`src/rtl/cla16_multiword_seq_pkg.sv`:
```
// Shared definitions for the multi-word add/subtract sequencer:
// FSM state encoding, slice width and slice-counter sizing.
package cla16_multiword_seq_pkg;

    // Width of one arithmetic slice handled by the CLA per clock.
    localparam int SLICE_W = 16;

    // Sequencer states.
    typedef enum logic [1:0] {
        ST_IDLE = 2'd0,
        ST_RUN  = 2'd1,
        ST_DONE = 2'd2
    } state_e;

    // Slice counter width: clog2(words), never narrower than one bit.
    function automatic int cnt_width(input int words);
        return (words > 1) ? $clog2(words) : 1;
    endfunction

endpackage

```
`src/rtl/cla16_multiword_seq_if.sv`:
```
// Operand/result bus of the multi-word sequencer.
//
// Handshake: a transfer happens on a rising clock edge where valid and ready
// are both high. The source holds valid and its payload stable until that
// edge; the sink may raise or drop ready freely. The operand port (in_*) is
// driven by the requester, the result port (out_*, result and flags) by the
// sequencer.
interface cla16_multiword_seq_if #(
    parameter int WORDS = 4
);
    localparam int W = WORDS * 16;

    logic         in_valid;
    logic         in_ready;
    logic [W-1:0] op_a;
    logic [W-1:0] op_b;
    logic         sub;
    logic         out_valid;
    logic         out_ready;
    logic [W-1:0] result;
    logic         cout;
    logic         ovf;
    logic         zero;
    logic         busy;

    // Requester/consumer side.
    modport master (
        output in_valid, op_a, op_b, sub, out_ready,
        input  in_ready, out_valid, result, cout, ovf, zero, busy
    );

    // Sequencer side.
    modport slave (
        input  in_valid, op_a, op_b, sub, out_ready,
        output in_ready, out_valid, result, cout, ovf, zero, busy
    );

endinterface

```
`src/rtl/cla16_multiword_seq_cla.sv`:
```
// 16-bit two-level carry-lookahead adder: four 4-bit lookahead groups whose
// group generate/propagate feed a second lookahead level for group carries.
module CLAAdder16 (
    input  logic [15:0] a_i,
    input  logic [15:0] b_i,
    input  logic        cin_i,
    output logic [15:0] sum_o,
    output logic        cout_o,
    output logic        p_o,
    output logic        g_o
);

    logic [15:0] g;
    logic [15:0] p;
    logic [15:0] c;
    logic [3:0]  gg;
    logic [3:0]  gp;
    logic [4:0]  gc;

    // Carries into bits 0..3 of a group from its bit generate/propagate.
    function automatic logic [3:0] lookahead4(input logic [3:0] gi,
                                              input logic [3:0] pi,
                                              input logic       ci);
        logic [3:0] cc;
        cc[0] = ci;
        cc[1] = gi[0] | (pi[0] & ci);
        cc[2] = gi[1] | (pi[1] & gi[0]) | (pi[1] & pi[0] & ci);
        cc[3] = gi[2] | (pi[2] & gi[1]) | (pi[2] & pi[1] & gi[0])
              | (pi[2] & pi[1] & pi[0] & ci);
        return cc;
    endfunction

    // Bit P/G, group P/G, group carries, then per-bit carries and sum.
    always_comb begin
        g = a_i & b_i;
        p = a_i ^ b_i;
        for (int j = 0; j < 4; j++) begin
            gp[j] = &p[4*j +: 4];
            gg[j] = g[4*j+3]
                  | (p[4*j+3] & g[4*j+2])
                  | (p[4*j+3] & p[4*j+2] & g[4*j+1])
                  | (p[4*j+3] & p[4*j+2] & p[4*j+1] & g[4*j]);
        end
        gc[0] = cin_i;
        gc[1] = gg[0] | (gp[0] & cin_i);
        gc[2] = gg[1] | (gp[1] & gg[0]) | (gp[1] & gp[0] & cin_i);
        gc[3] = gg[2] | (gp[2] & gg[1]) | (gp[2] & gp[1] & gg[0])
              | (gp[2] & gp[1] & gp[0] & cin_i);
        gc[4] = gg[3] | (gp[3] & gg[2]) | (gp[3] & gp[2] & gg[1])
              | (gp[3] & gp[2] & gp[1] & gg[0])
              | (gp[3] & gp[2] & gp[1] & gp[0] & cin_i);
        c = '0;
        for (int j = 0; j < 4; j++) begin
            c[4*j +: 4] = lookahead4(g[4*j +: 4], p[4*j +: 4], gc[j]);
        end
        sum_o  = p ^ c;
        cout_o = gc[4];
        p_o    = &gp;
        g_o    = gg[3] | (gp[3] & gg[2]) | (gp[3] & gp[2] & gg[1])
               | (gp[3] & gp[2] & gp[1] & gg[0]);
    end

endmodule

```
`src/rtl/cla16_multiword_seq.sv`:
```
// Multi-precision add/subtract sequencer. Operands are latched once, then
// streamed least-significant slice first through a single CLAAdder16, one
// slice per clock, with the inter-slice carry held in a register. Subtract
// is A + ~B + 1: B is inverted at accept time and the carry seeded with 1.
module cla16_multiword_seq
    import cla16_multiword_seq_pkg::*;
#(
    parameter int WORDS = 4
) (
    input  logic                        clk,
    input  logic                        rst,
    cla16_multiword_seq_if.slave        bus,
    output state_e                      dbg_state_o
);

    localparam int W  = WORDS * SLICE_W;
    localparam int CW = cnt_width(WORDS);
    localparam logic [CW-1:0] LAST = CW'(WORDS - 1);

    state_e          state_q;
    logic [CW-1:0]   cnt_q;
    logic            carry_q;
    logic [W-1:0]    a_q;
    logic [W-1:0]    b_q;
    logic [W-1:0]    result_q;
    logic            cout_q;
    logic            ovf_q;
    logic            zero_q;

    logic [SLICE_W-1:0] cla_a;
    logic [SLICE_W-1:0] cla_b;
    logic [SLICE_W-1:0] cla_sum;
    logic               cla_cout;
    logic [W-1:0]       result_d;
    logic               ovf_d;

    // Present the current slice to the adder and build the next result image.
    always_comb begin
        cla_a    = a_q[cnt_q*SLICE_W +: SLICE_W];
        cla_b    = b_q[cnt_q*SLICE_W +: SLICE_W];
        result_d = result_q;
        result_d[cnt_q*SLICE_W +: SLICE_W] = cla_sum;
        // Only meaningful on the top slice, where cla_sum[15] is the result MSB.
        ovf_d    = (a_q[W-1] == b_q[W-1]) && (cla_sum[SLICE_W-1] != a_q[W-1]);
    end

    CLAAdder16 u_cla (
        .a_i    (cla_a),
        .b_i    (cla_b),
        .cin_i  (carry_q),
        .sum_o  (cla_sum),
        .cout_o (cla_cout),
        .p_o    (),
        .g_o    ()
    );

    // Sequencer FSM with counter, operand, carry, result and flag registers.
    always_ff @(posedge clk) begin
        if (rst) begin
            state_q  <= ST_IDLE;
            cnt_q    <= '0;
            carry_q  <= 1'b0;
            a_q      <= '0;
            b_q      <= '0;
            result_q <= '0;
            cout_q   <= 1'b0;
            ovf_q    <= 1'b0;
            zero_q   <= 1'b0;
        end else begin
            case (state_q)
                ST_IDLE: begin
                    if (bus.in_valid) begin
                        a_q      <= bus.op_a;
                        b_q      <= bus.sub ? ~bus.op_b : bus.op_b;
                        carry_q  <= bus.sub;
                        cnt_q    <= '0;
                        result_q <= '0;
                        state_q  <= ST_RUN;
                    end
                end
                ST_RUN: begin
                    result_q <= result_d;
                    carry_q  <= cla_cout;
                    if (cnt_q == LAST) begin
                        cout_q  <= cla_cout;
                        ovf_q   <= ovf_d;
                        zero_q  <= (result_d == '0);
                        state_q <= ST_DONE;
                    end else begin
                        cnt_q <= cnt_q + 1'b1;
                    end
                end
                ST_DONE: begin
                    if (bus.out_ready) begin
                        state_q <= ST_IDLE;
                    end
                end
                default: state_q <= ST_IDLE;
            endcase
        end
    end

    // Handshake outputs depend on registered state only.
    assign bus.in_ready  = (state_q == ST_IDLE);
    assign bus.out_valid = (state_q == ST_DONE);
    assign bus.busy      = (state_q != ST_IDLE);
    assign bus.result    = result_q;
    assign bus.cout      = cout_q;
    assign bus.ovf       = ovf_q;
    assign bus.zero      = zero_q;
    assign dbg_state_o   = state_q;

endmodule

```
`src/flat_wrapper.sv`:
```
// flat-port wrapper written by rule: the top's interface ports become plain ports
module cla16_multiword_seq_flat import cla16_multiword_seq_pkg::*;
#(
    parameter int WORDS = 4
)
  (clk, rst, dbg_state_o, bus_in_valid, bus_op_a, bus_op_b, bus_sub, bus_out_ready, bus_in_ready, bus_out_valid, bus_result, bus_cout, bus_ovf, bus_zero, bus_busy);
  cla16_multiword_seq_if #(.WORDS(WORDS)) bus_i ();
  input  logic clk;
  input  logic rst;
  output state_e dbg_state_o;
  input wire logic [$bits(bus_i.in_valid)-1:0] bus_in_valid;
  input wire logic [$bits(bus_i.op_a)-1:0] bus_op_a;
  input wire logic [$bits(bus_i.op_b)-1:0] bus_op_b;
  input wire logic [$bits(bus_i.sub)-1:0] bus_sub;
  input wire logic [$bits(bus_i.out_ready)-1:0] bus_out_ready;
  output wire logic [$bits(bus_i.in_ready)-1:0] bus_in_ready;
  output wire logic [$bits(bus_i.out_valid)-1:0] bus_out_valid;
  output wire logic [$bits(bus_i.result)-1:0] bus_result;
  output wire logic [$bits(bus_i.cout)-1:0] bus_cout;
  output wire logic [$bits(bus_i.ovf)-1:0] bus_ovf;
  output wire logic [$bits(bus_i.zero)-1:0] bus_zero;
  output wire logic [$bits(bus_i.busy)-1:0] bus_busy;
  assign bus_i.in_valid = bus_in_valid;
  assign bus_i.op_a = bus_op_a;
  assign bus_i.op_b = bus_op_b;
  assign bus_i.sub = bus_sub;
  assign bus_i.out_ready = bus_out_ready;
  assign bus_in_ready = bus_i.in_ready;
  assign bus_out_valid = bus_i.out_valid;
  assign bus_result = bus_i.result;
  assign bus_cout = bus_i.cout;
  assign bus_ovf = bus_i.ovf;
  assign bus_zero = bus_i.zero;
  assign bus_busy = bus_i.busy;
  cla16_multiword_seq #(.WORDS(WORDS)) u_core (.clk(clk), .rst(rst), .bus(bus_i), .dbg_state_o(dbg_state_o));
endmodule
```
`config.mk`:
```
export PLATFORM = sky130hd
export DESIGN_NAME = cla16_multiword_seq_flat
export DESIGN_NICKNAME = d
export VERILOG_FILES = /design/src/rtl/cla16_multiword_seq_pkg.sv /design/src/rtl/cla16_multiword_seq_if.sv /design/src/rtl/cla16_multiword_seq_cla.sv /design/src/rtl/cla16_multiword_seq.sv /design/src/flat_wrapper.sv
export SDC_FILE = /design/constraint.sdc
export NUM_CORES = 1
export LEC_CHECK = 0
export BUFFER_PORTS_ARGS = -buffer_cell sky130_fd_sc_hd__buf_2
export CELL_PAD_IN_SITES_DETAIL_PLACEMENT = 0
export CELL_PAD_IN_SITES_GLOBAL_PLACEMENT = 2
export CORE_MARGIN = 2
export CORE_UTILIZATION = 33
export CTS_CLUSTER_DIAMETER = 30
export DETAILED_ROUTE_END_ITERATION = 16
export PLACE_DENSITY = 0.84
export SKIP_LAST_GASP = 1
export SLEW_MARGIN = 40
export SYNTH_ARGS = -nofsm -noshare
export SYNTH_HDL_FRONTEND = slang
export SYNTH_SLANG_ARGS = --single-unit
export TNS_END_PERCENT = 20
```
`constraint.sdc`:
```
create_clock -name clk -period 7.43 [get_ports clk]
set_input_delay 0.743 -clock clk [delete_from_list [all_inputs] [get_ports clk]]
set_output_delay 0.743 -clock clk [all_outputs]
set_load 0.05 [all_outputs]
```
==> results.py <==
metrics = {
    "sta": {
        "slew_headroom_pct": 44.01,
        "worst_pin_slew_ns": 0.8370,
        "setup_viol": 0,
        "fin_tns_setup_ns": 0,
        "hold_viol_final": 0,
        "period_minus_slack_ns": 5.715,
        "setup_ws_ns": 1.715,
        "fin_crit_sh_pct": 76.92,
        "fmax_ghz": 0.1750,
        "report.final.slew_viol_count": 0,
        "fin_worst_skew_ns": 0.01693,
        "rsz0062_at_grt": "no",
    },
    "worst_setup_path": {
        "crit_buf_inv": 2,
        "cp_top_family": "compound AO/OA/AOI/OAI gates",
        "worstPathCellList": "buf_4 > mux4_2 > ha_1 > nand3_1 > o2111a_2 > inv_2 > a21oi_2 > o21ai_0 > a21o_1 > fa_1 > o31a_1 > a2111oi_2 > nand4_1 > nor4_1 > nand4_1 > or4_1 > o21ai_1",
        "cp_max_fo": 25,
        "endpoint_kind": "flip-flop",
        "path_depth": 17,
        "crit_top_cell": "nand4_1",
        "crit_required_ns": 7.81,
        "ff2ff_path_depth": 17,
        "crit_type": "flip-flop to flip-flop",
        "start_kind": "flip-flop",
        "worstPathArrival_ns": 6.09,
        "cp_slowest_cell": "dfxtp_2",
        "critPathMaxStageDelay_ns": 0.65,
    },
    "placement": {
        "post-place-cells": 1591,
        "gp_congestion": 0.8711,
        "post-place-ws_ns": 1.695,
        "dp_hpwl_um": 22090,
        "port_buffers": 204,
    },
    "global_routing": {
        "grt_pass1_vias": 7820,
        "grt_pass1_wl_um": 45030,
        "grt_max_degree": 111,
        "track_usage_pct": 19.30,
        "gr-total-overflow": 0,
        "antenna_found_initial": 0,
    },
    "floorplanning": {
        "num_rows": 62,
        "fp.dieH_um": 174.5,
        "start_util_pct": 33.44,
        "core_area_mm2": 0.02870,
        "dieArea_mm2": 0.03046,
        "ios": 205,
        "die_w_um": 174.5,
    },
    "final_layout": {
        "drive_gt1_share_pct": 24.21,
        "syn_to_final_growth_pct": 19.67,
        "layout.nets": 1385,
        "fillers": 2995,
        "antenna_cells": 0,
        "instances_no_fill": 1623,
        "utilization_pct": 40.02,
    },
    "routing": {
        "drc": 0,
        "vias": 8260,
        "drtIter0Drc": 701,
        "totalWireLength_um": 29840,
        "antenna_left": 0,
        "routed_via_density": 5.089,
        "drt_pass1_iterations": 6,
        "avgRoutedWirePerCell_um": 18.39,
    },
    "hold_path": {
        "hold_depth": 2,
        "hold_path.class": "flip-flop to flip-flop",
    },
    "clock_tree": {
        "cts_buffers": 17,
        "clock-sinks": 200,
        "clk_latency_ns": 0.44,
        "clk_pin_slew_ns": 0.07,
        "root_buffer": "clkbuf_16",
        "cts_hold_buf": 0,
        "cts-resized-gates": 0,
        "cts_tree": "built",
        "cts_buffer_depth": 2,
        "cts_setup_buffers": 0,
        "h-tree-depth": 4,
    },
    "power": {
        "vdd_drop_max_mv": 0.1612,
        "power_leakage_nw": 4.537,
        "totalPowerFinal_mw": 2.655,
        "power_density_mw_per_mm2": 231.2,
    },
    "logic_synthesis": {
        "yosysTopAreaCellShare_pct": 41.72,
        "ys_top_cells_by_count": "200 x dfxtp_1, 166 x nor2_1, 145 x nand2_1",
        "synth_flop_cell": "dfxtp_1",
        "post-synth-top-area-cell": "dfxtp_1",
        "ys_ff_latch": 200,
        "netlist_instances": 1085,
        "ys_types": 59,
        "syn-num-nets": 1244,
        "yosysSeqAreaShare_pct": 41.72,
        "yosysWarnings": 0,
        "synthArstFlopShare_pct": 0,
        "yosysMostFrequentCell": "dfxtp_1",
        "synth_area_mm2": 0.009598,
        "syn_avg_cell_area_um2": 8.846,
        "synth-edff-count": 0,
        "synth_area_leaders": "dfxtp_1 42%, mux4_2 7.5%, xnor2_1 6.6%, nor2_1 6.5%, nand2_1 5.7%",
    },
    "flow_run": {
        "cap_violations": 0,
    },
    "outcome": {
        "status": "finished, final reports clean",
    },
}
## final timing paths
| check | start | endpoint | slack, ns |
|---|---|---|---|
| max reg2reg | u_core.cnt_q[0] | u_core.bus.zero | 1.71 |
| min | u_core.a_q[35] | u_core.a_q[35] | 0.45 |
| min reg2reg | u_core.a_q[35] | u_core.a_q[35] | 0.45 |
| max | u_core.cnt_q[0] | u_core.bus.zero | 1.71 |
## flip-flops by register name, summed over array words and instances (netlist names)
signal              flops
u_core.cnt_q            2
u_core.a_q             64
u_core.bus.cout         1
u_core.dbg_state_o      2
u_core.carry_q          1
u_core.bus.zero         1
u_core.bus.ovf          1
u_core.b_q             64
u_core.bus.result      64
## power by group
part           internal [mW]  leakage [nW]  switching [mW]
Clock                  0.490         0.295           0.458
Combinational          0.195          2.60           0.333
Sequential              1.13          1.64          0.0490
## final cells by class
| type | count | area [um^2] | share of cell area, % |
|---|---|---|---|
| multi-input combinational | 780 | 5236 | 45.59 |
| sequential | 200 | 4009 | 34.90 |
| timing repair buffer | 210 | 1095 | 9.532 |
| tap | 384 | 480.5 | 4.183 |
| clock buffer | 19 | 442.9 | 3.856 |
| clock inverter | 13 | 158.9 | 1.383 |
| inverter | 17 | 63.81 | 0.5556 |
## metal layers
| metal | wire length (um) | vias up | track usage (%) |
|---|---|---|---|
| met5 | 0 | - | 0 |
| met1 | 14020 | 3862 | 27.01 |
| met2 | 13670 | 279 | 30.56 |
| li1 | - | 4099 | - |
| met4 | 431 | 0 | 5.104 |
| met3 | 1716 | 20 | 3.675 |
## per-stage QoR
| stage | instance area [um^2] | hold slack (ns) |
|---|---|---|
| finish | 11490 | 0.4543 |
| global route | 11490 | 0.4797 |
| CTS | 11480 | 0.4607 |
| detailed placement | 10880 | 0.4487 |
| global placement | 10800 | 0.4422 |
| floorplan | 9598 | 0.4331 |
## placed cells by master, fill, tap and decap left out, types with 5 or more instances in the layout
cell | synthesis | layout
a21oi_2 | 2 | 6
nand3_1 | 9 | 9
xor2_1 | 9 | 6
nor4_1 | 10 | 10
ha_1 | 22 | 22
mux4_2 | 32 | 32
dfxtp_1 | 200 | 198
inv_1 | 16 | 16
nand2b_1 | 5 | 5
nor2_1 | 166 | 165
nand2_1 | 145 | 144
xnor2_1 | 72 | 70
o21ai_0 | 8 | 8
a21oi_1 | 93 | 89
clkbuf_16 | 0 | 17
buf_2 | 3 | 202
nor3_1 | 8 | 8
a31oi_1 | 7 | 7
nand4_1 | 5 | 5
a22oi_1 | 58 | 58
a211oi_1 | 70 | 70
## logic make-up (layout without fill, tap and decap cells)
family                     Yosys count  count (layout)  synth area share, %
muxes                               36              36                7.991
AOI/OAI and AO/OA                  266             266                18.58
DFF                                200             200                41.72
adders and majority gates           26              26                3.702
and+or+nand+nor                    371             371                16.24
xor gates and xnor gates            81              81                7.391
buffers and inverters              105             259                4.380
## tightest hold or removal path: stages (launching register included)
cell,delay [ns]
dfxtp_1,0.31
nand2_1,0.05
a21oi_1,0.05
Power figures use the tool's default switching activity.
